--- src/rtl/rocc_sched_pkg.sv ---
// Shared types for the RoCC command scheduler: unit states, funct codes,
// the buffered command record and the result function.
package rocc_sched_pkg;

  typedef enum logic [1:0] {
    IDLE = 2'd0,
    RUN  = 2'd1,
    DONE = 2'd2
  } unit_state_e;

  localparam logic [6:0] FUNCT_ADD = 7'd0;
  localparam logic [6:0] FUNCT_XOR = 7'd1;
  localparam logic [6:0] FUNCT_SUB = 7'd2;

  typedef struct packed {
    logic [4:0]  rd;
    logic [6:0]  funct;
    logic [63:0] rs1;
    logic [63:0] rs2;
  } cmd_t;

  // 64-bit wrapping result; unknown funct codes pass rs1 through.
  function automatic logic [63:0] calc_result(input logic [6:0]  funct,
                                              input logic [63:0] rs1,
                                              input logic [63:0] rs2);
    logic [63:0] res;
    case (funct)
      FUNCT_ADD: res = rs1 + rs2;
      FUNCT_XOR: res = rs1 ^ rs2;
      FUNCT_SUB: res = rs1 - rs2;
      default:   res = rs1;
    endcase
    return res;
  endfunction

endpackage

--- src/rtl/rocc_sched_unit.sv ---
// One latency-model accelerator unit.
// Ports:
//   clock, reset (async, active-low)
//   start            dispatch strobe, only honoured while IDLE
//   cmd_rd/funct/rs1/rs2  command captured on start
//   ack              response handshake, returns a DONE unit to IDLE
//   idle, done       state flags
//   rd, data         latched destination register and result
module rocc_sched_unit
  import rocc_sched_pkg::*;
#(
  parameter int unsigned LATENCY = 500
) (
  input  logic        clock,
  input  logic        reset,
  input  logic        start,
  input  logic [4:0]  cmd_rd,
  input  logic [6:0]  cmd_funct,
  input  logic [63:0] cmd_rs1,
  input  logic [63:0] cmd_rs2,
  input  logic        ack,
  output logic        idle,
  output logic        done,
  output logic [4:0]  rd,
  output logic [63:0] data
);

  localparam int unsigned CntW = (LATENCY > 1) ? $clog2(LATENCY) : 1;
  localparam logic [CntW-1:0] CntLoad = CntW'(LATENCY - 1);

  unit_state_e     state_q, state_d;
  logic [CntW-1:0] cnt_q, cnt_d;
  logic [4:0]      rd_q;
  logic [63:0]     data_q;

  always_comb begin
    state_d = state_q;
    cnt_d   = cnt_q;
    case (state_q)
      IDLE: begin
        if (start) begin
          state_d = RUN;
          cnt_d   = CntLoad;
        end
      end
      RUN: begin
        // cnt==0 is the last RUN cycle, giving exactly LATENCY cycles in RUN.
        if (cnt_q == '0) state_d = DONE;
        else             cnt_d   = cnt_q - 1'b1;
      end
      DONE: begin
        if (ack) state_d = IDLE;
      end
      default: state_d = IDLE;
    endcase
  end

  always_ff @(posedge clock or negedge reset) begin
    if (!reset) begin
      state_q <= IDLE;
      cnt_q   <= '0;
      rd_q    <= '0;
      data_q  <= '0;
    end else begin
      state_q <= state_d;
      cnt_q   <= cnt_d;
      if (start && state_q == IDLE) begin
        rd_q   <= cmd_rd;
        data_q <= calc_result(cmd_funct, cmd_rs1, cmd_rs2);
      end
    end
  end

  assign idle = (state_q == IDLE);
  assign done = (state_q == DONE);
  assign rd   = rd_q;
  assign data = data_q;

endmodule

--- src/rtl/rocc_cmd_scheduler.sv ---
// RoCC front-end scheduler: command FIFO, dispatch to the lowest-index idle
// unit, round-robin response arbitration over NUM_UNITS latency-model units.
// Ports:
//   clock, reset (async, active-low)
//   io_cmd_*   RoCC command channel (valid/ready, funct, rd, rs1, rs2)
//   io_resp_*  RoCC response channel (valid/ready, rd, data)
//   io_busy    FIFO non-empty or any unit not idle
// Optional macro SCHED_PERF_CNT_EN adds io_perf_cmds / io_perf_stalls,
// saturating 32-bit counters of accepted commands and stalled offers.
module rocc_cmd_scheduler
  import rocc_sched_pkg::*;
#(
  parameter int unsigned NUM_UNITS  = 4,
  parameter int unsigned FIFO_DEPTH = 4,
  parameter int unsigned LATENCY    = 500
) (
  input  logic        clock,
  input  logic        reset,
  input  logic        io_cmd_valid,
  output logic        io_cmd_ready,
  input  logic [6:0]  io_cmd_bits_inst_funct,
  input  logic [4:0]  io_cmd_bits_inst_rd,
  input  logic [63:0] io_cmd_bits_rs1,
  input  logic [63:0] io_cmd_bits_rs2,
  input  logic        io_resp_ready,
  output logic        io_resp_valid,
  output logic [4:0]  io_resp_bits_rd,
  output logic [63:0] io_resp_bits_data,
`ifdef SCHED_PERF_CNT_EN
  output logic [31:0] io_perf_cmds,
  output logic [31:0] io_perf_stalls,
`endif
  output logic        io_busy
);

  localparam int unsigned AW   = $clog2(FIFO_DEPTH);
  localparam int unsigned PtrW = (NUM_UNITS > 1) ? $clog2(NUM_UNITS) : 1;

  // Command FIFO
  cmd_t          fifo_mem [FIFO_DEPTH];
  logic [AW-1:0] wr_ptr_q, rd_ptr_q;
  logic [AW:0]   count_q;
  logic          fifo_full, fifo_empty, cmd_push, cmd_pop;
  cmd_t          head;

  // Units
  logic [NUM_UNITS-1:0] unit_idle, unit_done, unit_start, unit_ack;
  logic [4:0]           unit_rd   [NUM_UNITS];
  logic [63:0]          unit_data [NUM_UNITS];
  logic [PtrW-1:0]      disp_idx;

  // Arbiter
  logic [PtrW-1:0] rr_q, grant_idx, lock_idx_q;
  logic            lock_q, grant_found, resp_fire;

  assign fifo_full  = (count_q == (AW + 1)'(FIFO_DEPTH));
  assign fifo_empty = (count_q == '0);
  // Gated by reset so ready reads 0 while reset is held.
  assign io_cmd_ready = reset & ~fifo_full;
  assign cmd_push     = io_cmd_valid & io_cmd_ready;
  assign cmd_pop      = ~fifo_empty & (|unit_idle);
  assign head         = fifo_mem[rd_ptr_q];

  always_ff @(posedge clock) begin
    if (cmd_push) begin
      fifo_mem[wr_ptr_q] <= '{rd: io_cmd_bits_inst_rd, funct: io_cmd_bits_inst_funct,
                              rs1: io_cmd_bits_rs1, rs2: io_cmd_bits_rs2};
    end
  end

  always_ff @(posedge clock or negedge reset) begin
    if (!reset) begin
      wr_ptr_q <= '0;
      rd_ptr_q <= '0;
      count_q  <= '0;
    end else begin
      if (cmd_push) wr_ptr_q <= wr_ptr_q + 1'b1;
      if (cmd_pop)  rd_ptr_q <= rd_ptr_q + 1'b1;
      if (cmd_push && !cmd_pop)      count_q <= count_q + 1'b1;
      else if (!cmd_push && cmd_pop) count_q <= count_q - 1'b1;
    end
  end

  // Lowest-index idle unit wins dispatch.
  always_comb begin
    disp_idx = '0;
    for (int i = NUM_UNITS - 1; i >= 0; i--) begin
      if (unit_idle[i]) disp_idx = PtrW'(i);
    end
  end

  for (genvar g = 0; g < NUM_UNITS; g++) begin : g_unit
    assign unit_start[g] = cmd_pop && (disp_idx == PtrW'(g));
    assign unit_ack[g]   = resp_fire && (grant_idx == PtrW'(g));

    rocc_sched_unit #(
      .LATENCY (LATENCY)
    ) u_unit (
      .clock     (clock),
      .reset     (reset),
      .start     (unit_start[g]),
      .cmd_rd    (head.rd),
      .cmd_funct (head.funct),
      .cmd_rs1   (head.rs1),
      .cmd_rs2   (head.rs2),
      .ack       (unit_ack[g]),
      .idle      (unit_idle[g]),
      .done      (unit_done[g]),
      .rd        (unit_rd[g]),
      .data      (unit_data[g])
    );
  end

  // First DONE unit at or after rr_q. While a response is stalled the grant
  // is locked so a newly finished unit cannot change rd/data under the CPU.
  always_comb begin
    int unsigned     j;
    logic [PtrW-1:0] jj;
    grant_found = 1'b0;
    grant_idx   = '0;
    j           = 0;
    jj          = '0;
    if (lock_q) begin
      grant_found = 1'b1;
      grant_idx   = lock_idx_q;
    end else begin
      for (int unsigned k = 0; k < NUM_UNITS; k++) begin
        j  = (32'(rr_q) + k) % NUM_UNITS;
        jj = PtrW'(j);
        if (!grant_found && unit_done[jj]) begin
          grant_found = 1'b1;
          grant_idx   = jj;
        end
      end
    end
  end

  assign io_resp_valid     = grant_found;
  assign io_resp_bits_rd   = grant_found ? unit_rd[grant_idx]   : 5'd0;
  assign io_resp_bits_data = grant_found ? unit_data[grant_idx] : 64'd0;
  assign resp_fire         = io_resp_valid & io_resp_ready;

  always_ff @(posedge clock or negedge reset) begin
    if (!reset) begin
      rr_q       <= '0;
      lock_q     <= 1'b0;
      lock_idx_q <= '0;
    end else begin
      if (resp_fire) rr_q <= PtrW'((32'(grant_idx) + 32'd1) % NUM_UNITS);
      lock_q     <= io_resp_valid & ~io_resp_ready;
      lock_idx_q <= grant_idx;
    end
  end

  assign io_busy = ~fifo_empty | ~(&unit_idle);

`ifdef SCHED_PERF_CNT_EN
  logic [31:0] perf_cmds_q, perf_stalls_q;

  always_ff @(posedge clock or negedge reset) begin
    if (!reset) begin
      perf_cmds_q   <= '0;
      perf_stalls_q <= '0;
    end else begin
      if (cmd_push && perf_cmds_q != '1) perf_cmds_q <= perf_cmds_q + 1'b1;
      if (io_cmd_valid && !io_cmd_ready && perf_stalls_q != '1) begin
        perf_stalls_q <= perf_stalls_q + 1'b1;
      end
    end
  end

  assign io_perf_cmds   = perf_cmds_q;
  assign io_perf_stalls = perf_stalls_q;
`endif

endmodule

--- config.mk ---
export PLATFORM = sky130hd
export DESIGN_NAME = rocc_cmd_scheduler
export DESIGN_NICKNAME = d
export VERILOG_FILES = /design/src/rtl/rocc_sched_pkg.sv /design/src/rtl/rocc_sched_unit.sv /design/src/rtl/rocc_cmd_scheduler.sv
export SDC_FILE = /design/constraint.sdc
export NUM_CORES = 1
export LEC_CHECK = 0
export BUFFER_PORTS_ARGS = -buffer_cell sky130_fd_sc_hd__buf_4
export CAP_MARGIN = 5
export CELL_PAD_IN_SITES_DETAIL_PLACEMENT = 1
export CELL_PAD_IN_SITES_GLOBAL_PLACEMENT = 1
export CORE_MARGIN = 10
export CORE_UTILIZATION = 51
export CTS_BUF_LIST = sky130_fd_sc_hd__clkbuf_16
export CTS_CLUSTER_DIAMETER = 60
export CTS_CLUSTER_SIZE = 16
export DETAILED_ROUTE_END_ITERATION = 10
export HOLD_SLACK_MARGIN = 0.1
export PLACE_DENSITY_LB_ADDON = 0.05
export SKIP_LAST_GASP = 1
export SYNTH_ARGS = -nofsm -noshare
export SYNTH_HDL_FRONTEND = slang
export SYNTH_SLANG_ARGS = --single-unit
export TNS_END_PERCENT = 30
--- constraint.sdc ---
create_clock -name clock -period 6.6 [get_ports clock]
set_input_delay 0.99 -clock clock [delete_from_list [all_inputs] [get_ports clock]]
set_output_delay 0.99 -clock clock [all_outputs]
set_load 0.1 [all_outputs]
# Word-level counts from Yosys, hierarchy flattened
# Memory sizes are Yosys's and may differ from the RTL's.
# Index checks and enable logic that the tools add are counted.
classes:
  n_reduce_logical: 49
  magnitude_cmp: 5
  bitwise_logic: 12
  muxes: 66
  n_addsub: 14
  n_eq_ne: 33
op_table:
  columns: ["operator", "n"]
  rows:
  - ["64-bit two-way mux", 3]
  - ["64-bit one-hot mux with 3 select lines", 1]
  - ["64-bit binary-select mux with 2-bit select", 1]
  - ["9-bit two-way mux", 8]
  - ["9-bit one-hot mux with 2 select lines", 4]
  - ["64-bit adder", 1]
  - ["64-bit subtractor", 1]
  - ["64-bit XOR", 1]
  - ["2-bit two-way mux", 21]
  - ["9-bit logical NOT", 4]
  - ["9-bit by 1-bit subtractor with 9-bit output, second input constant", 4]
  - ["2-bit by 1-bit != test with 1-bit output, second input constant", 12]
  - ["2-bit one-hot mux with 3 select lines", 4]
  - ["3-bit AND reduction", 8]
  - ["1-bit logical AND", 17]
  - ["2-bit == test, second input constant", 8]
  - ["5-bit two-way mux", 3]
  - ["1-bit two-way mux", 14]
  - ["2-bit by 1-bit == test with 1-bit output, second input constant", 6]
  - ["2-bit logical NOT", 6]
  - ["2-bit by 3-bit less-than comparator with 1-bit output, second input constant", 4]
  - ["5-bit binary-select mux with 2-bit select", 1]
  - ["2-bit nonzero test", 5]
  - ["2-bit by 1-bit adder with 2-bit output, second input constant", 4]
  - ["19 further kinds", 38]
totals:
  regBits: 332
  ramBits: 560
  wordCells: 202
  mem_count: 1
memory_table:
  columns: ["name", "words", "word_bits", "read_ports", "rd_ports_with_merged_regs", "write_ports", "line", "rtl"]
  rows:
  - ["fifo_mem", 4, 140, 1, 0, 1, "rocc_cmd_scheduler.sv:40", "cmd_t fifo_mem [FIFO_DEPTH];"]

# Depth between registers and ports, before layout
# Gate-level depths: netlist of run 1.
logic_depth:
  ltp_word: 22
  ltp_mapped: 26
  ltp_nobuf: 21

# Hierarchy
# Synthesis of run 1 repeated with hierarchy kept, for this count alone.
hier_totals:
  hier_cells: 6414
  hier_area_um2: 61210.0
modules_own_cells:
  columns: ["module", "n_inst", "area_per_inst_um2", "cells_each"]
  rows:
  - ["rocc_cmd_scheduler", 1, 22960.8, 1056]
  - ["rocc_sched_unit at g_unit[0].u_unit ...", 2, 9582.9, 1332]
  - ["rocc_sched_unit at g_unit[2].u_unit ...", 2, 9541.7, 1347]

# Worst setup path before layout of run 1
# Ideal clock, no wire load.
synth_timing:
  kind: "in2reg"
  from: "input reset"
  to: "memory fifo_mem[0][0] (netlist name) (enable)"
  setup_time_ps: 517
  stages: 2
  path_buffers: 0
  t_arrival_ps: 6817
  t_required_ps: 6083
  path_slack_ps: -735
  path_cell_list: "a21boi_0 > and3_1"
synth_via:
  elab_chain_cells: 4
synth_rtl:
  columns: ["item", "line", "rtl"]
  rows:
  - ["start, declared", "rocc_cmd_scheduler.sv:18", "input logic reset,"]
  - ["1-bit AND", "rocc_cmd_scheduler.sv:59", "assign io_cmd_ready = reset & ~fifo_full;"]
  - ["1-bit AND", "rocc_cmd_scheduler.sv:60", "assign cmd_push = io_cmd_valid & io_cmd_ready;"]
  - ["1-bit two-way mux", "rocc_cmd_scheduler.sv:65", "if (cmd_push) begin"]
  - ["1-bit two-way mux (implied by the code)", "rocc_cmd_scheduler.sv:66", "fifo_mem[wr_ptr_q] <= '{rd: io_cmd_bits_inst_rd, funct: io_cmd_bits_inst_funct,"]
  - ["end, declared", "rocc_cmd_scheduler.sv:40", null]
# Every way passes these cells.

# Final worst setup path of run 1
layout_timing:
  from: "register rd_ptr_q[0]"
  to: "register g_unit[1].u_unit.data_q[62]"
layout_via:
  elab_chain_cells: 3
  word_cells_on_any_way: 8
  cone_classes: "add/sub (2); eq/ne (2); mux (1); bitwise (1); reduce/logical (1); memory (1)"
layout_rtl:
  columns: ["item", "line", "rtl"]
  rows:
  - ["start, declared", "rocc_cmd_scheduler.sv:41", "logic [AW-1:0] wr_ptr_q, rd_ptr_q;"]
  - ["start signal, assigned", "rocc_cmd_scheduler.sv:78", "if (cmd_pop) rd_ptr_q <= rd_ptr_q + 1'b1;"]
  - ["memory read 4 x 140 bit (*)", null, null]
  - ["64-bit subtractor (tied with other cells)", "rocc_sched_pkg.sv:30", "FUNCT_SUB: res = rs1 - rs2;"]
  - ["64-bit one-hot mux with 3 select lines (*)", "rocc_sched_pkg.sv:27", "case (funct)"]
  - ["end signal, assigned", "rocc_sched_unit.sv:69", "data_q <= calc_result(cmd_funct, cmd_rs1, cmd_rs2);"]
  - ["end, declared", "rocc_sched_unit.sv:34", "logic [63:0] data_q;"]
# Every way passes the cells marked *; elsewhere a longest branch is shown, timed or not.
# A chain may end at the register's enable or synchronous reset.

==> summary.txt, run 1 <==
Timing
  – Final count of hold timing violations: 0
  – Tmin final: 6330 ps
  – Skew final: 35.1 ps
  – # setup viols final: 0
  – Slew headroom: 0.262
  – Final slew viol count: 0
  – Fmax: 158 MHz
  – RSZ-0062 raised after global routing: yes
  – Final TNS setup: 0 ps
  – Final period util: 0.959
  – Worst-Margin Slew: 1110 ps

Detailed routing
  – Drt wl/cell: 27.2 um
  – Total number of vias: 27500
  – Total wire length: 123000 um
  – Initial DRC Count: 2031
  – Vias/cell: 6.11
  – Antenna viol nets, final: 0
  – DRC errors left: 0
  – Drt pass-1 iters: 5

Place
  – DP Wirelength: 86200 um
  – GP Congestion: 0.904
  – Number of port buffers: 215

Worst setup path
  – Crit Path Category: flip-flop to flip-flop
  – Worst path required time: 7090 ps
  – Max FO, Critical Path: 12
  – Reg2reg setup slack: 270 ps
  – Worst Path Arrival: 6810 ps
  – Worst setup EP type: flip-flop
  – Crit Reg-Reg Endpoint: g_unit[1].u_unit.data[62]
  – Worst setup startpoint: rd_ptr_q[0]
  – Crit start category: flip-flop
  – Reg2reg path depth: 21
  – Worst r2r src: rd_ptr_q[0]

Global routing
  – Largest net degree at the start of global routing: 111
  – GRT overflow: 0
  – Number of global-route vias before repair: 29400
  – GRT Util Overall: 0.258
  – Antenna violations before repair: 4
  – First-pass GRT wire length: 186000 um

Yosys
  – Synth top area cells: edfxtp_1, dfrtp_1, mux4_2, nand2_1, o21ai_0
  – Post-synthesis sequential area ratio: 0.605
  – Biggest area consumer among synthesized cells: edfxtp_1
  – Netlist cell types: 74
  – Mapped Avg Cell Area: 13.2 um2
  – FFs w/ async S/R, synth: 0.372
  – Yosys warns: 0
  – Post-synth top area share: 0.405
  – Register bit total from synthesis: 892
  – Number of synthesized flops with an enable pin: 560
  – Synth Cell Area: 0.0415 mm2
  – Syn_nets: 3368
  – Predominant post-synthesis flop cell: edfxtp_1
  – Post-Syn Instances: 3145

Final layout
  – Syn-to-layout area delta: 14.5%
  – # nets final: 3611
  – Fill count: 7811
  – Utilization after layout: 0.590
  – Share of cells above drive strength 1: 0.219

Min path
  – Hold WC Path Type: primary input to asynchronous set/reset pin

Die
  – FP Rows: 104
  – Starting Density: 0.515
  – Top Ports: 216
  – Die Y-Extent: 305 um
  – Die area: 0.0932 mm2
  – Core Area: 0.0805 mm2
  – Die Wd: 305 um

Clock tree
  – CTS max path bufs: 3
  – CTS H-tree lvls: 3
  – TritonCTS Buffers: 78
  – Root Buffer: clkbuf_16
  – # clock sinks: 892
  – TritonCTS clock tree: built
  – Worst-Skew Late Latency: 660 ps
  – # hold bufs at CTS: 0
  – Reg clk slew, reported paths: 70 ps

Run status
  – Outcome: finished clean

Flow run
  – Max-Cap Viols: 0
## final cells by class
class,instances,area (um2),area share
well taps,1060,1330,0.0279
flip-flops and latches,892,25100,0.529
inverters,48,183,0.00385
multi-input cells,2037,15600,0.329
clock buffers,78,1950,0.0411
repair buffers,331,2640,0.0555
diodes,4,10.0,0.000211
clock inverters,55,621,0.0131
## cells in the mapped netlist (20+ instances only)
| library cell | count |
|---|---|
| a21o_1 | 35 |
| xnor2_1 | 94 |
| and2_1 | 72 |
| inv_1 | 47 |
| o21ai_0 | 290 |
| nor4_1 | 20 |
| nand2_1 | 458 |
| nor2_1 | 129 |
| mux2_2 | 55 |
| ha_1 | 77 |
| and3_1 | 22 |
| mux4_2 | 203 |
| dfrtp_1 | 332 |
| xor2_1 | 46 |
| edfxtp_1 | 560 |
| a31oi_1 | 21 |
| clkbuf_1 | 136 |
| nor3_1 | 40 |
| nand2b_1 | 22 |
| nand3_1 | 32 |
| a21oi_1 | 168 |
## state kept, by name, summed over array words and instances, names as in the netlist
register               count
fifo_mem                 560
g_unit.u_unit.data       256
g_unit.u_unit.cnt_q       36
g_unit.u_unit.rd          20
g_unit.u_unit.state_q      8
count_q                    3
lock_idx_q                 2
rd_ptr_q                   2
rr_q                       2
wr_ptr_q                   2
lock_q                     1
## worst max path at each step
stage | cells past startpoint | end | slack, ps
floorplan | 2 | fifo_mem[2][0] | -730
global placement | 21 | g_unit[1].u_unit.data[62] | 20
detailed placement | 21 | g_unit[1].u_unit.data[62] | -60
CTS | 24 | g_unit[3].u_unit.data[32] | -40
global route | 21 | g_unit[3].u_unit.data[61] | -70
finish | 21 | g_unit[1].u_unit.data[62] | 270
## stage by stage
step,worst slack [ps],cells,cell area [um2],hold WS (ps)
floorplan,-733,3145,41500,440
global placement,17.7,4356,44700,453
detailed placement,-58.4,4356,44700,462
CTS,-39.7,4489,47300,331
global route,-74.9,4503,47500,352
finish,272,4505,47500,307
## critical path, stage by stage, from the launching register on
cell       delay [ps]
dfrtp_4           530
mux4_2            630
nor4_2            380
nand2_1           160
nor3_1            300
nand3_1           230
nor3_1            320
nand3_1           260
o21ai_0           280
xor2_1            180
ha_1              340
and3_1            250
and4_1            210
and3_1            200
a21oi_1           150
o211ai_1          110
a21o_1            200
o21ai_1           410
a2111oi_2         150
or3_1             380
a21oi_1           310
a21oi_1           150
## cells by family (layout without fill, tap and decap cells)
logic type / after synthesis / after routing / share of synthesized area
and+or+nand+nor: 889 / 889 / 0.0986
adders and majority gates: 79 / 79 / 0.0242
muxes: 270 / 270 / 0.128
other: 0 / 4 / 0
xor gates and xnor gates: 140 / 140 / 0.0295
DFF: 892 / 892 / 0.605
AOI/OAI and AO/OA: 659 / 659 / 0.0932
buffers and inverters: 216 / 512 / 0.0212
## layout by cell type, fill, tap and decap left out, types with 46 or more instances in the layout
master / count
a21oi_1: 167
and2_1: 71
buf_4: 319
clkbuf_16: 80
dfrtp_1: 330
edfxtp_1: 560
ha_1: 77
inv_1: 67
mux2_2: 55
mux4_2: 203
nand2_1: 457
nor2_1: 126
o21ai_0: 287
xnor2_1: 93
xor2_1: 46
## metal layers
metal	vias to the layer above	track usage	routed length (um)
li1	12200	-	-
met1	14300	0.360	53500
met2	817	0.411	58000
met3	190	0.0420	7380
met4	2	0.0856	3790
met5	-	0	8
## what timing repair did
action / CTS / global route
gates resized for setup: 2 / 20
endpoints found under the setup margin: 19 / 103
gates cloned: 0 / 2
pin swaps: 0 / 0
setup buffers: 0 / 10
Power of run 1 is left out: the tool's default activity adds up to more than one toggle a clock period on the data nets, which glitch-free logic cannot reach.
==> run 2: changes to the inputs <==
--- a/config.mk
+++ b/config.mk
@@ -11,7 +11,6 @@
 export CELL_PAD_IN_SITES_GLOBAL_PLACEMENT = 1
 export CORE_MARGIN = 10
 export CORE_UTILIZATION = 51
-export CTS_BUF_LIST = sky130_fd_sc_hd__clkbuf_16
 export CTS_CLUSTER_DIAMETER = 60
 export CTS_CLUSTER_SIZE = 16
 export DETAILED_ROUTE_END_ITERATION = 10
==> summary.txt, run 2 (synthesis results as in run 1) <==
Place
  – Number of port buffers: 215 (unchanged)
  – DP Wirelength: 86200 um (unchanged)
  – GP Congestion: 0.904 (unchanged)
  – Dpl cell area: 0.0447 mm2 (unchanged)
  – Pre-CTS setup slack: -58.4 ps (unchanged)

Timing
  – Final period util: 0.955 (-0.00357)
  – Worst-Margin Slew: 1100 ps (-3.22 ps)
  – Final slew viol count: 0 (unchanged)
  – Tmin final: 6300 ps (-23.6 ps)
  – # setup viols final: 0 (unchanged)
  – Fmax: 159 MHz (+0.37%)
  – RSZ-0062 raised after global routing: yes
  – Final count of hold timing violations: 0 (unchanged)
  – Worst setup margin: 295 ps (+23.6 ps)
  – Slew headroom: 0.264 (+0.00215)
  – Skew final: 35.6 ps (+0.500 ps)

Worst setup path
  – Worst r2r src: rd_ptr_q[0]
  – Crit start category: flip-flop
  – Max FO, Critical Path: 24 (+12)
  – Worst Path Arrival: 6790 ps (-20 ps)
  – Crit Path Category: flip-flop to flip-flop
  – Slowest CP cell: mux4_2
  – Worst setup startpoint: rd_ptr_q[0]
  – CP peak stage delay: 620 ps (about the same)
  – Most used cell, CP: a21oi_1
  – Worst path required time: 7090 ps (about the same)
  – Worst setup EP type: flip-flop
  – Critical Path, Cell by Cell: buf_4, buf_16, mux4_2, nor3_1, and4_1, nor3b_2, buf_4, nand2_1, o31a_1, xnor2_1, ha_1, nand2_1, nor4_1, and3_1, a21oi_1, o211ai_1, a21o_1, o21ai_1, a2111oi_2, or3_1, a21oi_1, a21oi_1

Die
  – Starting Density: 0.515 (unchanged)
  – Top Ports: 216 (unchanged)
  – Die area: 0.0932 mm2 (unchanged)
  – FP Rows: 104 (unchanged)
  – Core Area: 0.0805 mm2 (unchanged)
  – Die Y-Extent: 305 um (unchanged)
  – Die Wd: 305 um (unchanged)

Detailed routing
  – Drt wl/cell: 27.3 um (about the same)
  – Total wire length: 123000 um (about the same)
  – Vias/cell: 6.10 (-0.15%)
  – DRC errors left: 0 (unchanged)
  – Total number of vias: 27500 (-0.15%)
  – Drt pass-1 iters: 5 (unchanged)
  – Antenna viol nets, final: 0 (unchanged)
  – Initial DRC Count: 2021 (-0.49%)

Clock tree
  – CTS max path bufs: 3 (unchanged)
  – Root Buffer: clkbuf_16
  – TritonCTS clock tree: built
  – Worst-Skew Late Latency: 660 ps (about the same)
  – # clock sinks: 892 (unchanged)
  – TritonCTS Buffers: 78 (unchanged)
  – # hold bufs at CTS: 0 (unchanged)
  – CTS H-tree lvls: 3 (unchanged)
  – Reg clk slew, reported paths: 70 ps (about the same)

Run status
  – Outcome: finished clean

Flow run
  – Max-Cap Viols: 0 (unchanged)

Final layout
  – Commonest non-fill, non-tap cell in the layout: edfxtp_1
  – Max reg flops: 560 (unchanged)
  – Utilization after layout: 0.590 (about the same)
  – Fill count: 7810 (-0.013%)
  – Share of cells above drive strength 1: 0.219 (+0.000291)
  – # nets final: 3611 (unchanged)
  – Largest Register: fifo_mem
  – Most frequent cells in the layout: edfxtp_1, nand2_1, dfrtp_1
  – Final instance area: 0.0475 mm2 (about the same)
  – Syn-to-layout area delta: 14.5% (about the same)

Min path
  – Hold WC Path Type: primary input to asynchronous set/reset pin

Global routing
  – GRT Util Overall: 0.258 (unchanged)
  – First-pass GRT wire length: 186000 um (unchanged)
  – Largest net degree at the start of global routing: 111 (unchanged)
  – Antenna violations before repair: 4 (unchanged)
  – Number of global-route vias before repair: 29400 (unchanged)
  – GRT overflow: 0 (unchanged)
==> run 2: layout make-up <==
class / count / area (um2) / share of cell area
multi-input combinational: 2037 / 15600 / 0.329
clock inverter: 34 / 542 / 0.0114
timing repair buffer: 331 / 2640 / 0.0555
antenna: 4 / 10.0 / 0.000211
inverter: 48 / 183 / 0.00384
sequential: 892 / 25100 / 0.529
clock buffer: 99 / 2040 / 0.0429
tap: 1060 / 1330 / 0.0279
==> run 2: metal layers <==
| layer | track usage | vias to the layer above | wire length [um] |
|---|---|---|---|
| met5 | 0 | - | 8 |
| met4 | 0.0856 | 2 | 3720 |
| met3 | 0.0420 | 176 | 7060 |
| met2 | 0.411 | 787 | 58100 |
| met1 | 0.360 | 14300 | 53900 |
| li1 | - | 12200 | - |
==> run 2: final timing paths <==
check	endpoint	slack, ps	cells past startpoint
max reg2reg	g_unit[1].u_unit.data[62]	300	22
max in group asynchronous	g_unit[0].u_unit.data[12]	4200	3
max	g_unit[1].u_unit.data[62]	300	22
min reg2reg	g_unit[0].u_unit.data[18]	480	2
min in group clock	g_unit[0].u_unit.data[18]	480	2
min	g_unit[3].u_unit.data[45]	310	1
==> run 2: per-stage QoR <==
step	instances	hold WS [ps]	TNS (ps)
CTS	4489	331	-148
floorplan	3145	440	-205330
global route	4503	352	-297
detailed placement	4356	462	-182
global placement	4356	453	0
finish	4505	307	0
==> run 2: what timing repair did <==
item	CTS	global route
resized for setup	2	20
setup endpoints to repair	19	103
setup buffers	0	10
gates cloned	0	2
==> run 2: critical path, delay by kind of cell, from the launching register on <==
family | cells | cell delay [ps]
DFF | 1 | 530
adders and majority gates | 1 | 380
muxes | 1 | 620
xor gates and xnor gates | 1 | 130
AOI/OAI and AO/OA | 8 | 1770
and+or+nand+nor | 8 | 2080
buffers and inverters | 3 | 570
Power of run 2 is left out for the same reason.
==> run 3: changes to the inputs <==
--- a/config.mk
+++ b/config.mk
@@ -15,7 +15,7 @@
 export CTS_CLUSTER_SIZE = 16
 export DETAILED_ROUTE_END_ITERATION = 10
 export HOLD_SLACK_MARGIN = 0.1
-export PLACE_DENSITY_LB_ADDON = 0.05
+export PLACE_DENSITY_LB_ADDON = 0.1
 export SKIP_LAST_GASP = 1
 export SYNTH_ARGS = -nofsm -noshare
 export SYNTH_HDL_FRONTEND = slang
==> summary.txt, run 3 (synthesis results as in run 1) <==
Worst setup path
  – Crit Path Category: flip-flop to flip-flop
  – Reg2reg path depth: 22 (unchanged)
  – Worst path required time: 7080 ps (about the same)
  – Crit Reg-Reg Endpoint: g_unit[1].u_unit.data[59]
  – Reg2reg setup slack: 260 ps (-40 ps)
  – Worst r2r src: rd_ptr_q[0]
  – Worst Path Arrival: 6820 ps (+30 ps)
  – Max FO, Critical Path: 9 (-63%)
  – Crit start category: flip-flop
  – Worst setup EP type: flip-flop

Place
  – GP Congestion: 0.944 (+4.5%)
  – DP Wirelength: 86500 um (+0.38%)
  – Placed insts: 4344 (-0.28%)
  – Number of port buffers: 215 (unchanged)
  – Pre-CTS setup slack: -349 ps (-291 ps)

Timing
  – Hold WS: 233 ps (-74.4 ps)
  – Skew final: 64.0 ps (+28.4 ps)
  – Final period util: 0.961 (+0.00550)
  – Slew headroom: 0.257 (-0.00767)
  – Final slew viol count: 0 (unchanged)
  – # setup viols final: 0 (unchanged)
  – Worst-Margin Slew: 1100 ps (-2.90 ps)
  – Worst setup margin: 259 ps (-36.3 ps)
  – Fmax: 158 MHz (-0.57%)
  – Final count of hold timing violations: 0 (unchanged)
  – Tmin final: 6340 ps (+36.3 ps)

Global routing
  – First-pass GRT wire length: 189000 um (+1.7%)
  – GRT Util Overall: 0.260 (+0.00194)
  – Number of global-route vias before repair: 29800 (+1.3%)
  – Antenna violations before repair: 2 (-2)
  – GRT overflow: 0 (unchanged)
  – Largest net degree at the start of global routing: 92 (-17%)

Final layout
  – Most frequent cells in the layout: edfxtp_1, nand2_1, dfrtp_1
  – Post-Layout Cell Count: 4483 (-0.49%)
  – # nets final: 3593 (-0.50%)
  – Largest Register: fifo_mem
  – Share of cells above drive strength 1: 0.218 (-0.000894)
  – Utilization after layout: 0.588 (-0.00235)
  – Syn-to-layout area delta: 14.0%
  – Fill count: 7857 (+0.60%)
  – Commonest non-fill, non-tap cell in the layout: edfxtp_1
  – Max reg flops: 560 (unchanged)
  – Ant. Diodes: 0 (-4)

Detailed routing
  – Vias/cell: 6.18 (+1.4%)
  – Total wire length: 123000 um (-0.13%)
  – Total number of vias: 27700 (+0.86%)
  – Drt wl/cell: 27.4 um (+0.36%)
  – Initial DRC Count: 2138 (+5.8%)
  – DRC errors left: 0 (unchanged)
  – Antenna viol nets, final: 0 (unchanged)
  – Drt pass-1 iters: 5 (unchanged)

Die
  – Starting Density: 0.515 (unchanged)
  – Top Ports: 216 (unchanged)
  – FP Rows: 104 (unchanged)
  – Die area: 0.0932 mm2 (unchanged)
  – Die Y-Extent: 305 um (unchanged)
  – Core Area: 0.0805 mm2 (unchanged)
  – Die Wd: 305 um (unchanged)

Clock tree
  – Worst-Skew Late Latency: 670 ps (about the same)
  – Reg clk slew, reported paths: 70 ps (about the same)
  – TritonCTS clock tree: built
  – Root Buffer: clkbuf_16
  – CTS max path bufs: 3 (unchanged)
  – TritonCTS Buffers: 77 (-1.3%)
  – CTS H-tree lvls: 3 (unchanged)
  – # clock sinks: 892 (unchanged)

Run status
  – Outcome: finished clean

Flow run
  – Max-Cap Viols: 0 (unchanged)

Min path
  – Hold WC Path Type: primary input to asynchronous set/reset pin
run 3: layout make-up:
| cell class | instances | area, um2 | share of cell area |
|---|---|---|---|
| Clock inverter | 35 | 435 | 0.00920 |
| Timing Repair Buffer | 314 | 2470 | 0.0523 |
| Multi-Input combinational cell | 2037 | 15700 | 0.332 |
| Sequential cell | 892 | 25100 | 0.531 |
| Tap cell | 1060 | 1330 | 0.0280 |
| Clock buffer | 97 | 2060 | 0.0436 |
| Inverter | 48 | 183 | 0.00386 |
run 3: worst max path at each step:
| stage | slack [ps] | to | start | cells past startpoint |
|---|---|---|---|---|
| 6_report | 260 | g_unit[1].u_unit.data[59] | rd_ptr_q[0] | 22 |
| 5_1_grt | -0.6 | g_unit[0].u_unit.data[59] | rd_ptr_q[1] | 24 |
| 4_1_cts | 20 | g_unit[1].u_unit.data[59] | rd_ptr_q[0] | 22 |
| 3_5_place_dp | -350 | g_unit[2].u_unit.data[59] | rd_ptr_q[0] | 23 |
| 3_3_place_gp | -280 | g_unit[2].u_unit.data[59] | rd_ptr_q[0] | 23 |
| 2_1_floorplan | -730 | fifo_mem[2][0] | reset | 2 |
run 3: metrics by stage:
| step | cell area, um2 | TNS (ps) |
|---|---|---|
| after CTS | 47200 | 0 |
| after global routing | 47300 | -0.638 |
| final | 47300 | 0 |
| after floorplan | 41500 | -205330 |
| after detailed placement | 44600 | -2120 |
| after global placement | 44600 | -1460 |
run 3: routing by layer:
metal	up-vias	GRT usage	wire length, um
li1	12200	-	-
met1	14500	0.374	54800
met2	826	0.422	58900
met3	156	0.0304	6290
met4	0	0.0635	2580
met5	-	0	0
run 3: critical path, stage by stage, from the launching register on:
cell and delay, ps:
dfrtp_4 520, mux4_2 630, nor4_4 360, nand2_1 140, nor3_2 260, nand3_1 210
nor3_2 290, nand3_1 240, o31ai_1 310, xor2_1 240, ha_2 390, a21o_1 200
o21bai_1 250, nor3_1 180, nand2_1 140, o211ai_1 270, nand2_1 170, a21oi_1 280
o21ai_1 140, xor2_1 170, a221oi_2 480, buf_4 210, o21ai_0 70
run 3: timing repair:
action | CTS | global route
setup endpoints to repair | 19 | 80
gates resized for setup | 4 | 27
cloned | 0 | 0
buffers inserted | 0 | 7
hold buffers | 0 | 0
pin swaps | 0 | 1
Power of run 3 is left out for the same reason.
